--- src/rtl/gpr_pkg.sv ---
// Shared types for the GPR writeback path: data width, register index and
// the {rd, data} writeback payload carried through the LSU result FIFO.
package gpr_pkg;

  localparam int unsigned XLEN    = 32;
  localparam int unsigned NUM_GPR = 32;

  typedef logic [4:0] gpr_idx_t;

  typedef struct packed {
    gpr_idx_t          rd;
    logic [XLEN-1:0]   data;
  } wb_req_t;

endpackage

--- src/rtl/wb_fifo.sv ---
// Synchronous FIFO of writeback requests. Pointers carry one extra wrap bit
// so full and empty are told apart without a separate count.
module wb_fifo
  import gpr_pkg::*;
#(
  parameter int unsigned DEPTH = 2
) (
  input  logic    clk,
  input  logic    rst,
  input  logic    push,
  input  wb_req_t push_req,
  input  logic    pop,
  output wb_req_t head_c,
  output logic    full_c,
  output logic    empty_c
);

  localparam int unsigned AW = (DEPTH > 1) ? $clog2(DEPTH) : 1;
  localparam int unsigned PW = AW + 1;

  logic [PW-1:0] wr_ptr_q, wr_ptr_d;
  logic [PW-1:0] rd_ptr_q, rd_ptr_d;
  wb_req_t       mem_q [DEPTH];
  wb_req_t       mem_d [DEPTH];
  logic          do_push_c;
  logic          do_pop_c;

  // Status flags and head entry from the current pointers.
  always_comb begin
    empty_c = (wr_ptr_q == rd_ptr_q);
    full_c  = (wr_ptr_q[AW] != rd_ptr_q[AW]) &&
              (wr_ptr_q[AW-1:0] == rd_ptr_q[AW-1:0]);
    head_c  = mem_q[rd_ptr_q[AW-1:0]];
  end

  // Next pointers and storage; pushes into a full FIFO are ignored.
  always_comb begin
    do_push_c = push && !full_c;
    do_pop_c  = pop && !empty_c;
    wr_ptr_d  = wr_ptr_q;
    rd_ptr_d  = rd_ptr_q;
    mem_d     = mem_q;
    if (do_push_c) begin
      mem_d[wr_ptr_q[AW-1:0]] = push_req;
      wr_ptr_d                = wr_ptr_q + PW'(1);
    end
    if (do_pop_c) begin
      rd_ptr_d = rd_ptr_q + PW'(1);
    end
  end

  // Pointer registers, cleared by synchronous reset.
  always_ff @(posedge clk) begin
    if (rst) begin
      wr_ptr_q <= '0;
      rd_ptr_q <= '0;
    end else begin
      wr_ptr_q <= wr_ptr_d;
      rd_ptr_q <= rd_ptr_d;
    end
  end

  // Storage array; contents are meaningless while empty so no reset.
  always_ff @(posedge clk) begin
    mem_q <= mem_d;
  end

endmodule

--- src/rtl/gpr_wb_arbiter.sv ---
// Writeback arbiter and load scoreboard for the GPR file write port.
// ALU results commit directly; LSU results queue in wb_fifo. The FIFO head
// wins only when the FIFO is full (anti-starvation) or the ALU is idle.
// Optional feature macro: GPR_WB_BYPASS_EN adds fwd_* ports and masks busy
// for the register currently being written.
module gpr_wb_arbiter
  import gpr_pkg::*;
#(
  parameter int unsigned XLEN     = gpr_pkg::XLEN,
  parameter int unsigned LQ_DEPTH = 2
) (
  input  logic             clk,
  input  logic             rst,
  input  logic             alu_valid,
  output logic             alu_ready,
  input  logic [4:0]       alu_rd,
  input  logic [XLEN-1:0]  alu_data,
  input  logic             lsu_valid,
  output logic             lsu_ready,
  input  logic [4:0]       lsu_rd,
  input  logic [XLEN-1:0]  lsu_data,
  input  logic             pend_set,
  input  logic [4:0]       pend_rd,
  input  logic [4:0]       chk_a,
  input  logic [4:0]       chk_b,
  output logic             busy_a,
  output logic             busy_b,
  output logic             reg_wen,
  output logic [4:0]       reg_wnum,
  output logic [XLEN-1:0]  rwdata
`ifdef GPR_WB_BYPASS_EN
  ,
  output logic             fwd_valid,
  output logic [4:0]       fwd_rd,
  output logic [XLEN-1:0]  fwd_data
`endif
);

  wb_req_t              lsu_req_c;
  wb_req_t              alu_req_c;
  wb_req_t              head_c;
  wb_req_t              win_req_c;
  logic                 fifo_full_c;
  logic                 fifo_empty_c;
  logic                 alu_fire_c;
  logic                 fifo_pop_c;
  logic                 commit_c;

  logic                 reg_wen_q,  reg_wen_d;
  gpr_idx_t             reg_wnum_q, reg_wnum_d;
  logic [XLEN-1:0]      rwdata_q,   rwdata_d;
  logic [NUM_GPR-1:0]   pend_q,     pend_d;

  assign lsu_req_c = '{rd: lsu_rd, data: lsu_data};

  wb_fifo #(
    .DEPTH    (LQ_DEPTH)
  ) u_lq (
    .clk      (clk),
    .rst      (rst),
    .push     (lsu_valid),
    .push_req (lsu_req_c),
    .pop      (fifo_pop_c),
    .head_c   (head_c),
    .full_c   (fifo_full_c),
    .empty_c  (fifo_empty_c)
  );

  // Pick one committer: full FIFO beats ALU, ALU beats a non-full FIFO.
  always_comb begin
    alu_req_c  = '{rd: alu_rd, data: alu_data};
    alu_fire_c = alu_valid && !fifo_full_c;
    fifo_pop_c = !fifo_empty_c && (fifo_full_c || !alu_valid);
    commit_c   = alu_fire_c || fifo_pop_c;
    win_req_c  = fifo_pop_c ? head_c : alu_req_c;
  end

  assign alu_ready = alu_fire_c;
  assign lsu_ready = !fifo_full_c;

  // Registered write port; x0 commits complete the handshake but never write.
  always_comb begin
    reg_wen_d  = commit_c && (win_req_c.rd != '0);
    reg_wnum_d = reg_wnum_q;
    rwdata_d   = rwdata_q;
    if (reg_wen_d) begin
      reg_wnum_d = win_req_c.rd;
      rwdata_d   = win_req_c.data;
    end
  end

  // Pending-load bits: FIFO commits clear, pend_set sets, set wins on a tie.
  always_comb begin
    pend_d = pend_q;
    if (fifo_pop_c) begin
      pend_d[head_c.rd] = 1'b0;
    end
    if (pend_set && (pend_rd != '0)) begin
      pend_d[pend_rd] = 1'b1;
    end
    pend_d[0] = 1'b0;
  end

  // State registers with synchronous active-high reset.
  always_ff @(posedge clk) begin
    if (rst) begin
      reg_wen_q  <= 1'b0;
      reg_wnum_q <= '0;
      rwdata_q   <= '0;
      pend_q     <= '0;
    end else begin
      reg_wen_q  <= reg_wen_d;
      reg_wnum_q <= reg_wnum_d;
      rwdata_q   <= rwdata_d;
      pend_q     <= pend_d;
    end
  end

  assign reg_wen  = reg_wen_q;
  assign reg_wnum = reg_wnum_q;
  assign rwdata   = rwdata_q;

`ifdef GPR_WB_BYPASS_EN
  assign fwd_valid = reg_wen_q;
  assign fwd_rd    = reg_wnum_q;
  assign fwd_data  = rwdata_q;

  // Busy lookup, masked when the operand is on the forwarding bus this cycle.
  always_comb begin
    busy_a = pend_q[chk_a] && (chk_a != '0) && !(reg_wen_q && (reg_wnum_q == chk_a));
    busy_b = pend_q[chk_b] && (chk_b != '0) && !(reg_wen_q && (reg_wnum_q == chk_b));
  end
`else
  // Busy lookup straight from the scoreboard; x0 is never busy.
  always_comb begin
    busy_a = pend_q[chk_a] && (chk_a != '0);
    busy_b = pend_q[chk_b] && (chk_b != '0);
  end
`endif

`ifndef SYNTHESIS
  // A load may only be issued to a register with no load in flight,
  // unless that register's load is committing in the same cycle.
  always_ff @(posedge clk) begin
    if (!rst && pend_set && (pend_rd != '0) &&
        !(fifo_pop_c && (head_c.rd == pend_rd))) begin
      assert (!pend_q[pend_rd]);
    end
  end
`endif

endmodule

--- config.mk ---
export PLATFORM = sky130hd
export DESIGN_NAME = gpr_wb_arbiter
export DESIGN_NICKNAME = d
export VERILOG_FILES = /design/src/rtl/gpr_pkg.sv /design/src/rtl/wb_fifo.sv /design/src/rtl/gpr_wb_arbiter.sv
export SDC_FILE = /design/constraint.sdc
export NUM_CORES = 1
export LEC_CHECK = 0
export BUFFER_PORTS_ARGS = -buffer_cell sky130_fd_sc_hd__buf_2
export CAP_MARGIN = 20
export CORE_MARGIN = 2
export CORE_UTILIZATION = 59
export CTS_BUF_LIST = sky130_fd_sc_hd__clkbuf_16
export DETAILED_ROUTE_END_ITERATION = 8
export PLACE_DENSITY = 0.92
export RECOVER_POWER = 50
export SYNTH_ARGS = -nofsm -noshare
export SYNTH_HDL_FRONTEND = slang
export SYNTH_SLANG_ARGS = --single-unit
--- constraint.sdc ---
create_clock -name clk -period 5.8 [get_ports clk]
set_clock_uncertainty 0.15 [all_clocks]
set_input_delay 0 -clock clk [delete_from_list [all_inputs] [get_ports clk]]
set_output_delay 0 -clock clk [all_outputs]
set_load 0.01 [all_outputs]
==> run metrics <==
run status complete, but fails checks; failing checks max-capacitance violations, max-slew violations; placed inst area 7378 um2; Initial Util 61.13%; Compound-Gate Fraction of Synth Area 16.49%; vias in the first global route 5,923; total CTS buffers 17; CP Max Fanout 85; final RePlAce weighted congestion 0.8941; Tot GR Track Use 32.93%; asr flop ratio synth 0%; library cells used by synthesis 45; Vert. Die Dim 110.7 um; syn nets 670; final hold vios 0; Data arrival, critical path 3.43 ns; most frequent cells after synthesis nand2_1, edfxtp_1, dfxtp_1; Area Growth Syn to Fin 31.08%; clk_lat worst skew 0.44 ns; crit path max-delay cell type buf_4; Reg clk slew, reported paths 0.06 ns; crit-path leading delay family multiplexers; via/cell ratio 6.138; Final Net Count 878; crit path launch type flop; clk root buf clkbuf_16; Tmin final 3.226 ns; setup TNS 0 ns; Ys Warns 0; Area contributors post-synth edfxtp_1, dfxtp_1, mux2i_1; Avg Cell Area, Syn 11.66 um2; unrepaired setup endpoints after global routing no; Register Area 3685 um2; post-synthesis adder-cell area fraction 0%; Port Buffers 135; initial drt markers 640; die width 110.7 um; Ports 136; Pins Over Slew Limit 19; type of destination of the critical path flop; cts repair resizes 0; Worst EP required 6.00 ns; Vias 5,745; clock net sink count 147; Simple-Gate Fraction of Synth Area 10.98%; Max Used Layer met4; WL per Instance 21.51 um; Die ar. 12,250 um2; global route overflow 0; Worst IR Drop VDD 0.0003785 V; final instance area 8801 um2; CP Cell Sequence xnor2_2 > mux2i_4 > buf_4 > mux2_4 > o211ai_2 > a21oi_2; FILL cells 602; Slew @ Worst Pin 1.790 ns; diodes inserted 0; cells after synthesis 576; layout cells sized above 1 22.99%; pwr dens 430.4 nW/um2; post-DP HPWL 10,430 um; maxcap violations 1; post-synthesis mux area share 13.46%; most common cell in the netlist nand2_1; core area 10,980 um2; EDFF count, synth 74; clk buf depth 2; total leakage power 3.101 nW; first-pass detailed-route iteration total 5; Fmax achieved 0.3100 GHz; multi-input logic area 2809 um2; met3 WL 1541 um; initial antenna violation count 0; post-synth top area share 33.10%; main combinational cell family by area after synthesis compound AO/OA/AOI/OAI gates; fin crit share 55.62%; Worst Hold Class primary input to flop; DRC violations left 0; main flop type after synthesis edfxtp_1; Post-Route WL 20,130 um; Slew headroom -19.76%; worst setup path class flop to flop; max incr delay on CP 0.86 ns; CTS tree built; Yosys reg bits 147; first-pass GRT wire length 31,240 um; met2 WL 10,260 um; synthesized cell area 6714 um2; largest net degree at the start of global routing 86; Synth Area in XOR/XNOR 0.8945%; CP bufs+invs 1; Setup Viol. Count Final 0; site row count 38; most area-hungry cell type in the Yosys netlist edfxtp_1; Routed Antenna Nets 0; H-tree depth 4; Seq/Total Area, Yosys 54.86%; M1 WL 7426 um
cell families after synthesis:
group	after synthesis
simple gates	169
compound gates	147
flops	147
mux	69
buf+inv	38
xor+xnor	6
metal layers:
| metal | track usage [%] | vias to the layer above |
|---|---|---|
| met2 | 56.65 | 358 |
| met4 | 18.67 | 0 |
| met3 | 7.983 | 79 |
| li1 | - | 2527 |
| met5 | 0 | - |
| met1 | 37.56 | 2781 |
path summary, 6_finish.rpt:
kind / start / to / slack [ns] / depth (start not counted)
setup reg to reg: u_lq.wr_ptr_q[0] / rwdata[5] / 2.57 / 6
hold / removal: alu_valid / reg_wnum[3] / 0.05 / 5
setup / recovery: u_lq.wr_ptr_q[0] / rwdata[5] / 2.57 / 6
hold reg to reg: rwdata[2] / rwdata[2] / 0.31 / 2
layout by cell type, fill, tap and decap left out, types with 2 or more instances in the layout:
cell / count
mux2i_1: 46
nor3_1: 5
a211o_1: 2
and3b_1: 3
or4_1: 2
clkbuf_16: 17
and2_1: 2
o211ai_1: 3
o22ai_1: 2
clkinv_4: 3
buf_2: 62
buf_4: 3
edfxtp_1: 74
nor2_1: 23
clkinv_1: 2
xnor2_1: 3
inv_6: 2
or2_2: 2
nand3_1: 4
mux2i_4: 2
bufinv_16: 4
mux4_2: 14
xor2_1: 2
clkbuf_1: 73
nor2b_1: 2
a21oi_1: 38
o211ai_2: 30
nand2b_1: 11
nand2_2: 2
inv_1: 2
mux2_2: 6
a21oi_2: 28
a31oi_1: 3
nor3b_1: 3
o21ai_0: 35
dfxtp_1: 72
dlygate4sd3_1: 86
nand2_1: 107
final cells by class:
type / count / area share [%]
clock buffer: 17 / 4.834
clock inverter: 14 / 2.132
inverter: 1 / 0.04265
multi-input combinational: 391 / 31.92
sequential: 147 / 41.87
tap: 140 / 1.990
timing repair buffer: 226 / 17.22
sequential cells by signal (all words and copies together), names as in the netlist:
name	cells
reg_wnum	5
u_lq.mem_q	74
pend_q	31
u_lq.wr_ptr_q	2
rwdata	32
u_lq.rd_ptr_q	2
reg_wen	1
worst register-to-register path, stage by stage, from the launching register on:
cell      delay [ns]
dfxtp_1         0.36
xnor2_2         0.30
mux2i_4         0.34
buf_4           0.86
mux2_4          0.72
o211ai_2        0.25
a21oi_2         0.18
through the flow:
step / setup slack, ns / total power [mW] / cells / hold WS [ns] / util (%)
after floorplan: 2.710 / 2.256 / 576 / -0.05113 / -
after global placement: 2.801 / 2.459 / 817 / 0.03744 / 67.18
after detailed placement: 2.620 / 2.513 / 817 / 0.04121 / 67.18
after CTS: 2.556 / 3.707 / 934 / 0.1358 / 80.60
after global routing: 2.396 / 3.923 / 936 / 0.06024 / 80.13
final: 2.574 / 3.788 / 936 / 0.04855 / 80.13
where the power goes:
| group | total [mW] | leakage (nW) | internal (mW) | switching (mW) |
|---|---|---|---|---|
| Clock | 1.17 | 0.300 | 0.716 | 0.449 |
| Combinational | 1.24 | 1.51 | 0.454 | 0.785 |
| Sequential | 1.38 | 1.29 | 1.29 | 0.0952 |
timing repair:
action                                 4_1_cts  5_1_grt
endpoints found under the hold margin      143        0
hold buffers                                86        0
setup buffers                                0        0
Power figures use the tool's default switching activity.
